## src/rtl/muldiv_pkg.sv

```systemverilog
// Shared constants for the iterative multiply/divide unit: op codes, FSM encoding, counter sizing.
// Latency: n/a (package only).
// Backpressure: n/a (package only).
package muldiv_pkg;

    // funct3 encodings of the RV32M operations
    localparam logic [2:0] OP_MUL    = 3'b000;
    localparam logic [2:0] OP_MULH   = 3'b001;
    localparam logic [2:0] OP_MULHSU = 3'b010;
    localparam logic [2:0] OP_MULHU  = 3'b011;
    localparam logic [2:0] OP_DIV    = 3'b100;
    localparam logic [2:0] OP_DIVU   = 3'b101;
    localparam logic [2:0] OP_REM    = 3'b110;
    localparam logic [2:0] OP_REMU   = 3'b111;

    // FSM state encoding
    localparam logic [1:0] ST_IDLE = 2'd0;
    localparam logic [1:0] ST_CALC = 2'd1;
    localparam logic [1:0] ST_DONE = 2'd2;

    // Width of the iteration counter; it must hold the value XLEN/BITS_PER_CYC itself
    function automatic int cnt_width(input int xlen, input int bits_per_cyc);
        return $clog2(xlen / bits_per_cyc + 1);
    endfunction

endpackage

```

## src/rtl/muldiv_operand_prep.sv

```systemverilog
// Combinational operand conditioning: signedness per op, magnitudes, result-negation flags, special cases.
// Latency: 0 cycles (pure combinational, sampled by the top on the accept edge).
// Backpressure: none; the top only consumes the outputs while accepting a request.
module muldiv_operand_prep
    import muldiv_pkg::*;
#(
    parameter int XLEN = 32
) (
    input  logic [2:0]      op_i,
    input  logic [XLEN-1:0] a_i,
    input  logic [XLEN-1:0] b_i,
    output logic [XLEN-1:0] a_mag_o,
    output logic [XLEN-1:0] b_mag_o,
    output logic            neg_res_o,
    output logic            neg_rem_o,
    output logic            special_o,
    output logic [XLEN-1:0] special_res_o
);

    localparam logic [XLEN-1:0] INT_MIN = {1'b1, {(XLEN-1){1'b0}}};

    logic a_signed;
    logic b_signed;
    logic a_neg;
    logic b_neg;
    logic div_zero;
    logic div_ovf;

    // Decode signedness, take magnitudes and flag the cases that bypass iteration
    always_comb begin
        a_signed = (op_i == OP_MULH) || (op_i == OP_MULHSU) ||
                   (op_i == OP_DIV)  || (op_i == OP_REM);
        b_signed = (op_i == OP_MULH) || (op_i == OP_DIV) || (op_i == OP_REM);
        a_neg    = a_signed & a_i[XLEN-1];
        b_neg    = b_signed & b_i[XLEN-1];

        // INT_MIN negates to itself, which is the correct unsigned magnitude
        a_mag_o  = a_neg ? (~a_i + {{(XLEN-1){1'b0}}, 1'b1}) : a_i;
        b_mag_o  = b_neg ? (~b_i + {{(XLEN-1){1'b0}}, 1'b1}) : b_i;

        // Product / quotient sign differs from magnitudes iff operand signs differ;
        // the remainder follows the dividend.
        neg_res_o = a_neg ^ b_neg;
        neg_rem_o = a_neg;

        div_zero = op_i[2] && (b_i == '0);
        div_ovf  = ((op_i == OP_DIV) || (op_i == OP_REM)) &&
                   (a_i == INT_MIN) && (b_i == '1);

        special_o     = div_zero | div_ovf;
        special_res_o = '0;
        if (div_zero) begin
            // op[1] distinguishes REM/REMU from DIV/DIVU
            special_res_o = op_i[1] ? a_i : '1;
        end else if (div_ovf) begin
            special_res_o = op_i[1] ? '0 : a_i;
        end
    end

endmodule

```

## src/rtl/muldiv_unit.sv

```systemverilog
// Iterative RV32M multiply/divide: shift-add multiply, restoring divide, BITS_PER_CYC bits per cycle.
// Latency: XLEN/BITS_PER_CYC+1 cycles accept-to-out_valid; divide-by-zero/overflow in 1 cycle.
// Backpressure: result held in DONE until out_ready; in_ready only in IDLE; flush aborts anything.
module muldiv_unit
    import muldiv_pkg::*;
#(
    parameter int XLEN         = 32,
    parameter int BITS_PER_CYC = 1
) (
    input  logic            clk,
    input  logic            rst_n,
    input  logic            flush,
    input  logic            in_valid,
    output logic            in_ready,
    input  logic [2:0]      op,
    input  logic [XLEN-1:0] a,
    input  logic [XLEN-1:0] b,
    output logic            out_valid,
    input  logic            out_ready,
    output logic [XLEN-1:0] result,
    output logic            busy
);

    localparam int NSTEP = XLEN / BITS_PER_CYC;
    localparam int CW    = cnt_width(XLEN, BITS_PER_CYC);

    // Architectural state
    logic [1:0]        state_q,   state_d;
    logic [CW-1:0]     cnt_q,     cnt_d;
    logic [2*XLEN-1:0] acc_q,     acc_d;
    logic [XLEN-1:0]   b_mag_q,   b_mag_d;
    logic [2:0]        op_q,      op_d;
    logic              neg_res_q, neg_res_d;
    logic              neg_rem_q, neg_rem_d;
    logic [XLEN-1:0]   result_q,  result_d;

    // Operand conditioning outputs
    logic [XLEN-1:0] prep_a_mag;
    logic [XLEN-1:0] prep_b_mag;
    logic            prep_neg_res;
    logic            prep_neg_rem;
    logic            prep_special;
    logic [XLEN-1:0] prep_special_res;

    // Iteration datapath
    logic [2*XLEN-1:0] acc_step;
    logic [XLEN:0]     rem_sh;
    logic [XLEN:0]     rem_sub;
    logic [XLEN:0]     mul_sum;
    logic [2*XLEN-1:0] prod_fix;
    logic [XLEN-1:0]   quot_raw;
    logic [XLEN-1:0]   rem_raw;
    logic [XLEN-1:0]   fin_res;
    logic              accept;

    muldiv_operand_prep #(
        .XLEN (XLEN)
    ) u_prep (
        .op_i          (op),
        .a_i           (a),
        .b_i           (b),
        .a_mag_o       (prep_a_mag),
        .b_mag_o       (prep_b_mag),
        .neg_res_o     (prep_neg_res),
        .neg_rem_o     (prep_neg_rem),
        .special_o     (prep_special),
        .special_res_o (prep_special_res)
    );

    assign in_ready  = (state_q == ST_IDLE);
    assign out_valid = (state_q == ST_DONE);
    assign busy      = (state_q != ST_IDLE);
    assign result    = result_q;
    assign accept    = in_valid && in_ready && !flush;

    // One CALC cycle: retire BITS_PER_CYC multiplier or quotient bits from the shared accumulator.
    // Multiply holds {product_hi, multiplier}; divide holds {remainder, dividend/quotient}.
    always_comb begin
        acc_step = acc_q;
        rem_sh   = '0;
        rem_sub  = '0;
        mul_sum  = '0;
        for (int i = 0; i < BITS_PER_CYC; i++) begin
            if (op_q[2]) begin
                rem_sh = acc_step[2*XLEN-1:XLEN-1];
                if (rem_sh >= {1'b0, b_mag_q}) begin
                    rem_sub  = rem_sh - {1'b0, b_mag_q};
                    acc_step = {rem_sub[XLEN-1:0], acc_step[XLEN-2:0], 1'b1};
                end else begin
                    acc_step = {rem_sh[XLEN-1:0], acc_step[XLEN-2:0], 1'b0};
                end
            end else begin
                mul_sum  = {1'b0, acc_step[2*XLEN-1:XLEN]} +
                           (acc_step[0] ? {1'b0, b_mag_q} : {(XLEN+1){1'b0}});
                acc_step = {mul_sum, acc_step[XLEN-1:1]};
            end
        end
    end

    // Final result selection and sign correction, taken from the last iteration's accumulator
    always_comb begin
        prod_fix = neg_res_q ? (~acc_step + {{(2*XLEN-1){1'b0}}, 1'b1}) : acc_step;
        quot_raw = acc_step[XLEN-1:0];
        rem_raw  = acc_step[2*XLEN-1:XLEN];
        fin_res  = '0;
        case (op_q)
            OP_MUL:                        fin_res = prod_fix[XLEN-1:0];
            OP_MULH, OP_MULHSU, OP_MULHU:  fin_res = prod_fix[2*XLEN-1:XLEN];
            OP_DIV, OP_DIVU:               fin_res = neg_res_q ? (~quot_raw + {{(XLEN-1){1'b0}}, 1'b1}) : quot_raw;
            default:                       fin_res = neg_rem_q ? (~rem_raw + {{(XLEN-1){1'b0}}, 1'b1}) : rem_raw;
        endcase
    end

    // FSM and datapath next-state; flush overrides everything and discards the result
    always_comb begin
        state_d   = state_q;
        cnt_d     = cnt_q;
        acc_d     = acc_q;
        b_mag_d   = b_mag_q;
        op_d      = op_q;
        neg_res_d = neg_res_q;
        neg_rem_d = neg_rem_q;
        result_d  = result_q;

        case (state_q)
            ST_IDLE: begin
                if (accept) begin
                    op_d      = op;
                    b_mag_d   = prep_b_mag;
                    neg_res_d = prep_neg_res;
                    neg_rem_d = prep_neg_rem;
                    if (prep_special) begin
                        state_d  = ST_DONE;
                        result_d = prep_special_res;
                        cnt_d    = '0;
                        acc_d    = '0;
                    end else begin
                        state_d = ST_CALC;
                        cnt_d   = CW'(NSTEP);
                        acc_d   = {{XLEN{1'b0}}, prep_a_mag};
                    end
                end
            end
            ST_CALC: begin
                acc_d = acc_step;
                cnt_d = cnt_q - {{(CW-1){1'b0}}, 1'b1};
                if (cnt_q == {{(CW-1){1'b0}}, 1'b1}) begin
                    state_d  = ST_DONE;
                    result_d = fin_res;
                end
            end
            ST_DONE: begin
                if (out_ready) begin
                    state_d = ST_IDLE;
                end
            end
            default: begin
                state_d = ST_IDLE;
            end
        endcase

        if (flush) begin
            state_d  = ST_IDLE;
            cnt_d    = '0;
            acc_d    = '0;
            result_d = '0;
        end
    end

    // State registers with asynchronous active-low reset
    always_ff @(posedge clk or negedge rst_n) begin
        if (!rst_n) begin
            state_q   <= ST_IDLE;
            cnt_q     <= '0;
            acc_q     <= '0;
            b_mag_q   <= '0;
            op_q      <= '0;
            neg_res_q <= 1'b0;
            neg_rem_q <= 1'b0;
            result_q  <= '0;
        end else begin
            state_q   <= state_d;
            cnt_q     <= cnt_d;
            acc_q     <= acc_d;
            b_mag_q   <= b_mag_d;
            op_q      <= op_d;
            neg_res_q <= neg_res_d;
            neg_rem_q <= neg_rem_d;
            result_q  <= result_d;
        end
    end

endmodule

```

## config.mk

```make
export PLATFORM = sky130hd
export DESIGN_NAME = muldiv_unit
export DESIGN_NICKNAME = d
export VERILOG_FILES = /design/src/rtl/muldiv_pkg.sv /design/src/rtl/muldiv_operand_prep.sv /design/src/rtl/muldiv_unit.sv
export SDC_FILE = /design/constraint.sdc
export NUM_CORES = 1
export LEC_CHECK = 0
export CORE_ASPECT_RATIO = 0.5
export CORE_UTILIZATION = 50
export CTS_CLUSTER_DIAMETER = 100
export DETAILED_ROUTE_END_ITERATION = 16
export GPL_TIMING_DRIVEN = 0
export HOLD_SLACK_MARGIN = 0.1
export PLACE_DENSITY = 0.8
export REMOVE_ABC_BUFFERS = 1
export SETUP_SLACK_MARGIN = 0.5
export SLEW_MARGIN = 20
export SYNTH_ARGS = -nofsm -noshare
export SYNTH_HDL_FRONTEND = slang
export SYNTH_HIERARCHICAL = 1
export SYNTH_SLANG_ARGS = --single-unit
```

## constraint.sdc

```tcl
create_clock -name clk -period 7.1 [get_ports clk]
set_input_delay 1.775 -clock clk [delete_from_list [all_inputs] [get_ports clk]]
set_output_delay 1.775 -clock clk [all_outputs]
set_load 0.02 [all_outputs]
```

==> flow_summary_export.csv <==
group,metric,value,unit
final_layout,layout-drive-gt1-share,7.42,%
route,vias,17100,
setup_path,worst_ep_required_time,7.44,ns
setup_path,cp-end-kind,"flop",
outcome,status,"finished, final reports clean",
min_path,hp-class,"reg -> reg",
sta,layout_min_cycle_time,6.47,ns
final_layout,nets,2260,
clock_network,cts_tree,"done",
pwr,p_per_area,307,nW/um^2
setup_path,cp_data_arrival_time,6.80,ns
route,wl_met1,24.9,mm
route,routed-wl-met2,23.6,mm
logic_synthesis,avgSynthCellArea,7.47,um^2
placement,dp_slack,-0.506,ns
route,drt_iter0_drc,2490,
clock_network,h-tree-depth,4,
sta,tightest_slew,1.11,ns
route,ant_nets,0,
grt,grt_max_degree,78,
placement,gp_congestion,0.992,
grt,grt-ovfl-total,0,
sta,worst_hold_slack,0.467,ns
placement,dp_hpwl,42.8,mm
logic_synthesis,synth-main-ff-cell,"dfrtp_1",
logic_synthesis,yosysSeqAreaShare,22.4,%
floorplanning,chipHeight,127,um
final_layout,layout_commonest_cell,"nand2_1",
final_layout,final_core_util,58.1,%
floorplanning,coreArea,30600,um^2
sta,fin_crit_sh,91.1,%
sta,timing.fmax,155,MHz
sta,skew,0.00988,ns
route,wl_met3,6.83,mm
route,vias_per_cell,6.71,
route,wl_per_cell,22.4,um
logic_synthesis,synth_edf_count,0,
clock_network,clockBufferDepth,2,
floorplanning,die_area,32200,um^2
setup_path,timing_worst_setup_path_type,"reg -> reg",
grt,globalRouteTotalUtil,35.4,%
placement,port_buffers,106,
sta,maxSlewHeadroom,25.7,%
setup_path,r2r_cells,21,
final_layout,syn2layout_area_growth,13.1,%
pwr,ir_drop,173,uV
sta,setup_viol,0,
logic_synthesis,synth-seq-cells,141,
logic_synthesis,async_flop_share,100,%
route,routed_wl,57.3,mm
grt,grt_pass1_vias,15600,
setup_path,critical_path.max_fanout,11,
clock_network,clock_latency,0.46,ns
logic_synthesis,synth_cell_types,105,
floorplanning,start_util,51.4,%
logic_synthesis,syn_area,15700,um^2
route,drt_drc_violations_left,0,
clock_network,clkSinkCount,141,
grt,grt_pass1_wl,88.9,mm
final_layout,final_cell_mix,"249 x nand2_1, 222 x o21ai_0, 159 x a21oi_1, 158 x nor2_1, 135 x dfrtp_1",
clock_network,cts-root-buf,"clkbuf_16",
min_path,holdPathStages,2,
clock_network,cts_buffers,17,
floorplanning,pin_count,107,
setup_path,cp-start-kind,"flop",
route,top_layer,"met4",
floorplanning,die_w,253,um
flow_run,cap_viol_max_count,0,
clock_network,path_clk_slew,0.07,ns
sta,grt_setup_unrepaired,"yes",
clock_network,postCtsHoldBufs,0,
logic_synthesis,synthCells,2108,
final_layout,antenna_cells,0,
sta,fin_ws,0.634,ns
route,dr.pass1.iters,6,
sta,hold_violations,0,
pwr,power_leakage,0.00716,uW
sta,slew_violations,0,
logic_synthesis,yosysWarnings,6,
grt,antenna_found_initial,0,
floorplanning,rows,45,
==> final timing paths <==
check | slack (ns) | startpoint | endpoint
setup / recovery | 0.63 | acc_q[45]$_DFFE_PN0P_ | result[30]$_DFFE_PN0P_
hold / removal | 0.47 | result[7]$_DFFE_PN0P_ | result[7]$_DFFE_PN0P_
max in group asynchronous | 5.06 | rst_n | acc_q[23]$_DFFE_PN0P_
min in group asynchronous | 1.26 | rst_n | b_mag_q[6]$_DFFE_PN0P_
setup reg to reg | 0.63 | acc_q[45]$_DFFE_PN0P_ | result[30]$_DFFE_PN0P_
hold reg to reg | 0.47 | result[7]$_DFFE_PN0P_ | result[7]$_DFFE_PN0P_
==> worst max-delay path: stages (launching register included) <==
cell and delay, ns:
dfrtp_1 0.49, ha_1 0.46, nand4_1 0.28, nor2_1 0.12, and2_4 0.17, o31a_4 0.43
nor3_4 0.24, nand2_2 0.17, o21ai_0 0.19, ha_2 0.28, o2111ai_1 0.22, or4b_4 0.58
or4_4 0.59, or3_4 0.40, o21ai_2 0.19, nand3_1 0.14, nor4b_4 0.34, nand2_1 0.19
o31ai_1 0.29, xnor2_1 0.15, a221oi_2 0.32, o21ai_1 0.12
==> metrics by stage <==
step           setup TNS [ns]  instance area (um^2)  instances  total power, uW
4_1_cts                     0                 17700       2548             5310
3_5_place_dp           -0.587                 17000       2515             4280
3_3_place_gp          -286.61                 16700       2500             4210
6_report                    0                 17800       2551             5470
5_1_grt                     0                 17800       2551             5770
2_1_floorplan               0                 15100       1971             3290
==> synth_stat cells, drive strengths merged, types with 39 or more instances <==
cell type / instances / area share (%)
o21a: 51 / 2.4
nand3: 41 / 1.4
mux2i: 41 / 2.6
nor3: 43 / 1.4
dfrtp: 141 / 22
inv: 74 / 1.8
nor2: 166 / 4.0
ha: 71 / 5.6
a21oi: 164 / 5.3
xor2: 61 / 3.4
nand2: 250 / 6.0
clkbuf: 91 / 2.2
and2: 39 / 1.6
o21ai: 241 / 7.7
buf: 46 / 1.8
xnor2: 91 / 5.1
nand4: 40 / 1.6
==> sequential cells by signal (all words and copies together) (netlist names) <==
register and flops:
acc_q 64, b_mag_q 32, result 32, cnt_q 6, op_q 3, state_q 2
neg_rem_q 1, neg_res_q 1
==> kinds of logic (layout without fill, tap and decap cells) <==
kind of cell	after synthesis	in the layout	synth area share, %
AOI/OAI and AO/OA	756	756	31.2
xor gates and xnor gates	152	152	8.46
adders and majority gates	73	73	5.90
buffers and inverters	212	232	5.81
DFF	141	141	22.4
muxes	55	55	3.63
and+or+nand+nor	719	719	22.5
==> area by class of cell <==
| cell class | count | area [um^2] |
|---|---|---|
| fill | 2821 | 12800 |
| multi-input combinational | 1755 | 11500 |
| sequential | 141 | 3540 |
| timing repair buffer | 125 | 1350 |
| tap | 423 | 529 |
| clock buffer | 19 | 453 |
| inverter | 75 | 282 |
| clock inverter | 13 | 178 |
==> power breakdown <==
part | switching, uW | internal, uW
registers | 192 | 959
logic | 2150 | 1170
clock network | 418 | 580
total | 2760 | 2710
==> layer usage <==
layer  global-route usage, %  up-vias
met5                       0        -
met4                    13.5        0
met3                    8.92      132
met2                    51.5     1074
met1                    50.2     8141
li1                        -     7768
==> repair_timing <==
item	CTS	global route
buffers inserted	1	3
endpoints found under the setup margin	7	7
resized for setup	8	16
pin swaps	1	2
gates cloned	0	0
hold endpoints to repair	0	0
(Power assumes the default switching activity.)
